==> src/rtl/regfile_writeback_if.sv <==
// Writeback bundle: load-unit and ALU result channels, register-file write port, occupancy.
// slave is the queue side, master is the producer/consumer side.
interface regfile_writeback_if #(
  parameter int unsigned DEPTH = 4
);
  localparam int unsigned CW = $clog2(DEPTH) + 1;

  logic          memValid;
  logic [4:0]    memReg;
  logic [63:0]   memData;
  logic          memReady;
  logic          aluValid;
  logic [4:0]    aluReg;
  logic [63:0]   aluData;
  logic          aluReady;
  logic [4:0]    writeReg;
  logic [63:0]   writeData;
  logic          allowWrite;
  logic [CW-1:0] count;

  modport slave (
    input  memValid, memReg, memData, aluValid, aluReg, aluData,
    output memReady, aluReady, writeReg, writeData, allowWrite, count
  );

  modport master (
    output memValid, memReg, memData, aluValid, aluReg, aluData,
    input  memReady, aluReady, writeReg, writeData, allowWrite, count
  );
endinterface

==> src/rtl/regfile_writeback.sv <==
// Writeback queue merging load-unit and ALU results into one register-file write port.
// Up to two enqueues (mem first, then ALU) and one pop per cycle; writes to x0 are dropped.
// Optional macro WB_FORWARD_EN adds two combinational forwarding lookup ports.
module regfile_writeback #(
  parameter int unsigned DEPTH = 4
) (
  input  logic                 clk,
  input  logic                 rst_n,
  regfile_writeback_if.slave   wb
`ifdef WB_FORWARD_EN
  ,
  input  logic [4:0]           fwdReg1,
  input  logic [4:0]           fwdReg2,
  output logic                 fwdHit1,
  output logic                 fwdHit2,
  output logic [63:0]          fwdData1,
  output logic [63:0]          fwdData2
`endif
);
  localparam int unsigned AW = $clog2(DEPTH);
  localparam int unsigned CW = AW + 1;
  localparam logic [CW-1:0] DepthC   = CW'(DEPTH);
  localparam logic [CW-1:0] DepthM1C = CW'(DEPTH - 1);

  logic [4:0]    q_reg_q  [DEPTH];
  logic [63:0]   q_data_q [DEPTH];
  logic [AW-1:0] wptr_q, wptr_d, rptr_q, rptr_d, alu_slot;
  logic [CW-1:0] count_q, count_d;
  logic          mem_rdy, alu_rdy, mem_enq, alu_enq, pop;
  logic [4:0]    wr_reg_q;
  logic [63:0]   wr_data_q;
  logic          wr_en_q;

  // Readiness from registered count only; both forced low while in reset.
  always_comb begin
    mem_rdy  = rst_n && (count_q < DepthC);
    alu_rdy  = rst_n && ((count_q < DepthM1C) || ((count_q < DepthC) && !wb.memValid));
    mem_enq  = wb.memValid && mem_rdy && (wb.memReg != 5'd0);
    alu_enq  = wb.aluValid && alu_rdy && (wb.aluReg != 5'd0);
    pop      = (count_q != '0);
    // ALU entry lands behind the mem entry when both enqueue.
    alu_slot = wptr_q + AW'(mem_enq);
    wptr_d   = wptr_q + AW'(mem_enq) + AW'(alu_enq);
    rptr_d   = rptr_q + AW'(pop);
    count_d  = count_q + CW'(mem_enq) + CW'(alu_enq) - CW'(pop);
  end

  assign wb.memReady   = mem_rdy;
  assign wb.aluReady   = alu_rdy;
  assign wb.writeReg   = wr_reg_q;
  assign wb.writeData  = wr_data_q;
  assign wb.allowWrite = wr_en_q;
  assign wb.count      = count_q;

  // Pointers, occupancy and the registered write port.
  always_ff @(posedge clk or negedge rst_n) begin
    if (!rst_n) begin
      wptr_q    <= '0;
      rptr_q    <= '0;
      count_q   <= '0;
      wr_en_q   <= 1'b0;
      wr_reg_q  <= '0;
      wr_data_q <= '0;
    end else begin
      wptr_q  <= wptr_d;
      rptr_q  <= rptr_d;
      count_q <= count_d;
      wr_en_q <= pop;
      if (pop) begin
        wr_reg_q  <= q_reg_q[rptr_q];
        wr_data_q <= q_data_q[rptr_q];
      end
    end
  end

  // Queue storage; validity is tracked by pointers, so no reset is needed.
  always_ff @(posedge clk) begin
    if (mem_enq) begin
      q_reg_q[wptr_q]  <= wb.memReg;
      q_data_q[wptr_q] <= wb.memData;
    end
    if (alu_enq) begin
      q_reg_q[alu_slot]  <= wb.aluReg;
      q_data_q[alu_slot] <= wb.aluData;
    end
  end

`ifdef WB_FORWARD_EN
  logic [4:0]  fwd_reg  [2];
  logic        fwd_hit  [2];
  logic [63:0] fwd_data [2];

  assign fwd_reg[0] = fwdReg1;
  assign fwd_reg[1] = fwdReg2;
  assign fwdHit1    = fwd_hit[0];
  assign fwdHit2    = fwd_hit[1];
  assign fwdData1   = fwd_data[0];
  assign fwdData2   = fwd_data[1];

  // Scan oldest to youngest so the youngest match wins; write-port register is oldest.
  always_comb begin
    logic [AW-1:0] idx;
    idx = '0;
    for (int p = 0; p < 2; p++) begin
      fwd_hit[p]  = 1'b0;
      fwd_data[p] = '0;
      if (fwd_reg[p] != 5'd0) begin
        if (wr_en_q && (wr_reg_q == fwd_reg[p])) begin
          fwd_hit[p]  = 1'b1;
          fwd_data[p] = wr_data_q;
        end
        for (int i = 0; i < DEPTH; i++) begin
          idx = rptr_q + AW'(i);
          if ((CW'(i) < count_q) && (q_reg_q[idx] == fwd_reg[p])) begin
            fwd_hit[p]  = 1'b1;
            fwd_data[p] = q_data_q[idx];
          end
        end
      end
    end
  end
`endif

endmodule

==> src/flat_wrapper.sv <==
// flat-port wrapper written by rule: the top's interface ports become plain ports
module regfile_writeback_flat 
#(
  parameter int unsigned DEPTH = 4
)
  (clk, rst_n, wb_memValid, wb_memReg, wb_memData, wb_aluValid, wb_aluReg, wb_aluData, wb_memReady, wb_aluReady, wb_writeReg, wb_writeData, wb_allowWrite, wb_count);
  regfile_writeback_if #(.DEPTH(DEPTH)) wb_i ();
  input  logic clk;
  input  logic rst_n;
  input wire logic [$bits(wb_i.memValid)-1:0] wb_memValid;
  input wire logic [$bits(wb_i.memReg)-1:0] wb_memReg;
  input wire logic [$bits(wb_i.memData)-1:0] wb_memData;
  input wire logic [$bits(wb_i.aluValid)-1:0] wb_aluValid;
  input wire logic [$bits(wb_i.aluReg)-1:0] wb_aluReg;
  input wire logic [$bits(wb_i.aluData)-1:0] wb_aluData;
  output wire logic [$bits(wb_i.memReady)-1:0] wb_memReady;
  output wire logic [$bits(wb_i.aluReady)-1:0] wb_aluReady;
  output wire logic [$bits(wb_i.writeReg)-1:0] wb_writeReg;
  output wire logic [$bits(wb_i.writeData)-1:0] wb_writeData;
  output wire logic [$bits(wb_i.allowWrite)-1:0] wb_allowWrite;
  output wire logic [$bits(wb_i.count)-1:0] wb_count;
  assign wb_i.memValid = wb_memValid;
  assign wb_i.memReg = wb_memReg;
  assign wb_i.memData = wb_memData;
  assign wb_i.aluValid = wb_aluValid;
  assign wb_i.aluReg = wb_aluReg;
  assign wb_i.aluData = wb_aluData;
  assign wb_memReady = wb_i.memReady;
  assign wb_aluReady = wb_i.aluReady;
  assign wb_writeReg = wb_i.writeReg;
  assign wb_writeData = wb_i.writeData;
  assign wb_allowWrite = wb_i.allowWrite;
  assign wb_count = wb_i.count;
  regfile_writeback #(.DEPTH(DEPTH)) u_core (.clk(clk), .rst_n(rst_n), .wb(wb_i));
endmodule
==> config.mk <==
export PLATFORM = sky130hd
export DESIGN_NAME = regfile_writeback_flat
export DESIGN_NICKNAME = d
export VERILOG_FILES = /design/src/rtl/regfile_writeback_if.sv /design/src/rtl/regfile_writeback.sv /design/src/flat_wrapper.sv
export SDC_FILE = /design/constraint.sdc
export NUM_CORES = 1
export LEC_CHECK = 0
export ABC_AREA = 1
export CORE_MARGIN = 5
export CORE_UTILIZATION = 61
export CTS_CLUSTER_DIAMETER = 150
export DETAILED_ROUTE_END_ITERATION = 8
export PLACE_DENSITY = 0.85
export SYNTH_ARGS = -nofsm -noshare
export SYNTH_HDL_FRONTEND = slang
export SYNTH_SLANG_ARGS = --single-unit
==> constraint.sdc <==
create_clock -name clk -period 9.8 [get_ports clk]
set_input_delay 1.96 -clock clk [delete_from_list [all_inputs] [get_ports clk]]
set_output_delay 1.96 -clock clk [all_outputs]
set_load 0.005 [all_outputs]
**Yosys cells after proc, flatten, opt, wreduce, memory -nomap -nowiden**

Memory sizes are Yosys's and may differ from the RTL's. A register that Yosys moved wholly into a read port is not among the register bits.
Cells that the tools add are included.

- RAM bits: 276
- Logic and storage cells: 32
- Bits of input ports: 142
- Memories: 2
- Bits in registers: 8

Memory list:

| memory | words | width | rd ports | clocked after Yosys merged registers in | wr ports | line | source |
|---|---|---|---|---|---|---|---|
| u_core.q_data_q | 4 | 64 | 1 | 1 | 2 | regfile_writeback.sv:26 | `logic [63:0] q_data_q [DEPTH];` |
| u_core.q_reg_q | 4 | 5 | 1 | 1 | 2 | regfile_writeback.sv:25 | `logic [4:0] q_reg_q [DEPTH];` |

- Reduce and logical (&&, ||, !) cells: 14
- Muxes and demuxes: 4
- Add/subtract/negate cells: 6
- Order comparisons: 2

Operators by type and width:

| cell | count |
|---|---|
| 5-bit nonzero test | 2 |
| 1-bit logical AND | 7 |
| 2-bit by 1-bit adder with 2-bit output | 3 |
| 3-bit by 1-bit adder with 3-bit output | 2 |
| 1-bit two-way mux | 4 |
| 1-bit zero test | 3 |
| 3-bit by 2-bit less-than comparator with 1-bit output (second input constant) | 1 |
| 3-bit less-than comparator (second input constant) | 1 |
| 3-bit nonzero test | 1 |
| 3-bit by 1-bit subtractor with 3-bit output | 1 |
| 1-bit logical OR | 1 |

**Depth between registers and ports, before layout**

- Depth after elaboration: 8
- Gate-level depth with buffers: 13

**Worst setup path before layout**

OpenSTA, ideal clock, no wires.

- Kind: input to register
- From: in wb_memValid
- To: mem u_core.q_data_q[0][0], enable pin
- Slack: 2.135 ns
- Cell stages on the path: 3
- Data arrival time: 7.074 ns
- Setup time: 0.591 ns
- Cell sequence: and3_1 -> nand2_1 -> o21ai_0

RTL lines:

| what | line | source |
|---|---|---|
| start, declared | flat_wrapper.sv:10 | `input wire logic [$bits(wb_i.memValid)-1:0] wb_memValid;` |
| end, declared | regfile_writeback.sv:26 |  |

==> results.txt <==
The number of instances resized during post-cts repair is 0, and the switching power total is 0.00229 W. The first global-routing pass estimated 80200 µm of wire. After synthesis, the mean cell area works out to 8.75 µm².

The die is 180 µm wide. Along the worst hold path, the cell count comes to 2. The critical path in this run is classified as input pin to register.

Among all stages on the critical path, the largest delay is contributed by nand3_4. The endpoint with the worst hold slack is u_core.wb.writeData[51]. The worst setup path is launched from an input pin. The share of total power in the clock network is 23.6%, and the delay of the slowest cell on the worst path is 990 ps.

The run gives 2 as the deepest level of the CTS H-tree. The flow ran to the end, and the final reports show no timing, DRC or antenna violations. Clock tree root buffer cell: clkbuf_16. The clock passes through at most 3 buffers. In this run the cell area of the synthesized design comes to 17600 µm².

Of the total power, combinational logic draws 38.1%. Synthesis inferred 353 register bits. For the initial antenna violation count, the log shows 1. Most frequently used cell type in the post-synthesis netlist: nand2_1. Synthesis produced a netlist whose cell count is 2016. Measured in cells, the most critical reg-to-reg path has a length of 10. In the post-synthesis netlist, the biggest area contributors are edfxtp_1 (47%), nand2_1 (12%), dfrtp_1 (11%), nor2_1 (8.9%), nand3_1 (7.9%). For the sink count of the clock tree, the log shows 353. The global routing usage summed across all routing layers came out at 30.3%. The largest delay contributor family on the critical path was buffers and inverters.

After detailed routing, the number of remaining DRC violations is 0. For the total of max-cap violations, the log shows 0. Synthesis-to-layout area growth: 17.7%. In this run the critical register-to-register path is captured at u_core.q_data_q[0][27].

Setup repair after global routing left no endpoint under its margin. After the first detailed-routing iteration, the DRC count stood at 2313. The die covers 32400 µm². The final critical path takes up 69.3% of the cycle. The number of cells in the design after placement came out at 2486. The startpoint identified for the worst register-to-register timing path is u_core.wb.count[2]. The area share of the leading cell type in the synthesized netlist was 47.0%. The vias after detailed routing came out at 15500. The via count of the first global-routing pass came out at 15500. The type of the most critical hold path is register to register.

The remaining global-route overflow was 0. The tools report the estimated wirelength of the detail-placed design as 28500 µm. The post-route netlist has 4.48% of its cells at a drive strength greater than 1. The highest achievable clock rate is 147 MHz, and the total power density per cell area is 285 nW/µm². In this run the remaining antenna-violating nets after routing total 0.

Minimum clock period: 6800 ps. Internal power comes to 0.00364 W. STA classifies the critical path endpoint as a register. Starting density of the core: 61.7%.

The number of failing setup endpoints in the final timing report came out at 0. The detailed-route vias per instance came out at 6.09. Yosys mapped a number of flops with a built-in enable equal to 276. The logs give 50800 µm for the detailed-route wire length and 21.5% for the normalized max-slew margin. Routability-driven placement finished with a final weighted congestion of 0.872. Buffers inserted during clock tree synthesis total 37.

Across the routed clock network, the largest skew measured is 17.5 ps. The iteration count of the initial detailed-routing pass is 6. The floorplan step defined a core boundary enclosing 28600 µm².

The worst-path maximum fanout was 70. The count of input and output buffers is 216, and the max-slew violation count is 0. The maximum number of pins on one net before global-route repair was 279. The tools report the source of the worst hold timing path as u_core.wb.writeData[51].

The run gives 8.53 nW as the leakage power. In the synthesized netlist the dominant register cell turns out to be edfxtp_1. Number of primary I/O pins: 217. TritonCTS built the clock tree. For the portion of total power attributed to sequential cells, the log shows 38.3%. Clock-pin slew was measured on the worst setup and hold paths at 60 ps.

Once placement finished, the instance area stood at 19600 µm². The commonest cells after synthesis are nand2_1 (565), nor2_1 (417), nand3_1 (277). The sequential-to-total area share from yosys stat was 57.9%. The number of nets in the synthesized netlist is 2165. The run gives 0 as the final hold violation count. In the final routed layout, each cell accounts on average for 19.9 µm.

Data on the critical path arrives at its endpoint at 6930 ps. The unique cell type count in the Yosys netlist came out at 26. VDD sags by at most 0.000262 V. The vertical die dimension works out to 180 µm.

The finished cells cover 20800 µm². At the later pin of the worst-skew pair, clock insertion delay measures 510 ps. The number of setup buffers added after CTS is 0, and the number of rows created at floorplan is 62.

Across all register-to-register paths, the minimum setup slack is 4530 ps. The Yosys step of the flow raised 0 warnings. Fraction of registers with async set or reset after synthesis: 21.8%. At the pin with the least slew margin, the transition time is 1180 ps. The run gives 2290 as the number of nets in the layout.

Walking the worst path, the cells encountered are clkdlybuf4s50_1 > nor2_1 > nand2_1 > nand2_1 > inv_1 > ha_1 > nor2_4 > buf_4 > nand3_4 > o21ai_4 > buf_4. The tools report the worst path required time as 9940 ps. edfxtp_1 takes more of the synthesized area than any other cell. The post-layout instance count excluding filler cells is 2552.

Net switching is 38.6% of the power. The number of buffers and inverters on the critical path is 4. Setup total negative slack on the finished layout was measured at 0 ps.

Buffers inserted to repair hold after CTS numbered 0.
==> tightest hold or removal path: stages (launching register included) <==
cell and delay (ps):
dfrtp_1 340, nor2_1 50, a21oi_1 100
==> layout make-up <==
cell class | instances | area [µm²]
timing repair buffer | 231 | 2280
clock buffer | 51 | 1030
tap | 384 | 480
fill | 1955 | 7850
multi-input combinational | 1498 | 6510
sequential | 353 | 10200
inverter | 20 | 78.8
clock inverter | 14 | 169
antenna | 1 | 2.50
==> cells in the final DEF (no fill, tap or decap), drive strengths merged, types with 2 or more instances in the layout <==
master	count
nand2	567
nor2	424
nand3	282
edfxtp	276
clkdlybuf4s50	215
o21ai	142
dfrtp	77
a21oi	69
clkbuf	51
inv	19
buf	16
clkinv	11
ha	5
bufinv	4
xor2	3
fa	2
nor3	2
==> per-layer routing <==
metal | vias up | GRT usage, % | wire, µm
li1 | 6974 | - | -
met1 | 7225 | 39.9 | 18200
met2 | 1207 | 50.0 | 24600
met3 | 127 | 7.17 | 6510
met4 | 0 | 10.6 | 1390
met5 | - | 0 | 0
==> how the worst max path moves through the flow <==
| stage | endpoint | from | depth (start not counted) |
|---|---|---|---|
| after global routing | u_core.q_data_q[0][60] | wb_memReg[2] | 11 |
| final | u_core.q_data_q[0][27] | wb_memReg[0] | 11 |
| after global placement | u_core.q_data_q[0][30] | wb_memReg[2] | 11 |
| after CTS | u_core.q_data_q[0][60] | wb_memReg[0] | 11 |
| after detailed placement | u_core.q_data_q[0][17] | wb_memReg[0] | 11 |
| after floorplan | u_core.q_data_q[0][0] | wb_memValid | 3 |
==> sequential cells by signal (all words and copies together) (netlist names) <==
| register | cells |
|---|---|
| u_core.q_data_q | 256 |
| u_core.wb.writeData | 64 |
| u_core.q_reg_q | 20 |
| u_core.wb.writeReg | 5 |
| u_core.wb.count | 3 |
| u_core.rptr_q | 2 |
| u_core.wptr_q | 2 |
| u_core.wb.allowWrite | 1 |
==> power groups by stage <==
stage / Combinational, W / Sequential, W / Clock [W]
6_report: 0.00226 / 0.00227 / 0.00140
5_1_grt: 0.00247 / 0.00230 / 0.00147
4_1_cts: 0.00223 / 0.00226 / 0.00140
3_5_place_dp: 0.00220 / 0.00229 / 0
3_3_place_gp: 0.00214 / 0.00227 / 0
2_1_floorplan: 0.00141 / 0.00222 / 0
==> through the flow <==
| step | total power [W] | setup WS [ps] | util (%) | hold slack (ps) |
|---|---|---|---|---|
| 2_1_floorplan | 0.00363 | 2130 | - | 517 |
| 3_3_place_gp | 0.00441 | 2700 | 68.4 | 508 |
| 3_5_place_dp | 0.00449 | 2610 | 68.4 | 517 |
| 4_1_cts | 0.00589 | 3120 | 72.6 | 531 |
| 5_1_grt | 0.00624 | 2800 | 72.6 | 554 |
| 6_report | 0.00592 | 3000 | 72.6 | 527 |
==> logic make-up after synthesis <==
kind of cell	share of synthesized area, %
xor gates and xnor gates	0.149
adders and majority gates	0.581
AOI/OAI and AO/OA	5.98
DFF	57.9
and+or+nand+nor	29.9
buffers and inverters	5.47
(Power assumes the default switching activity.)
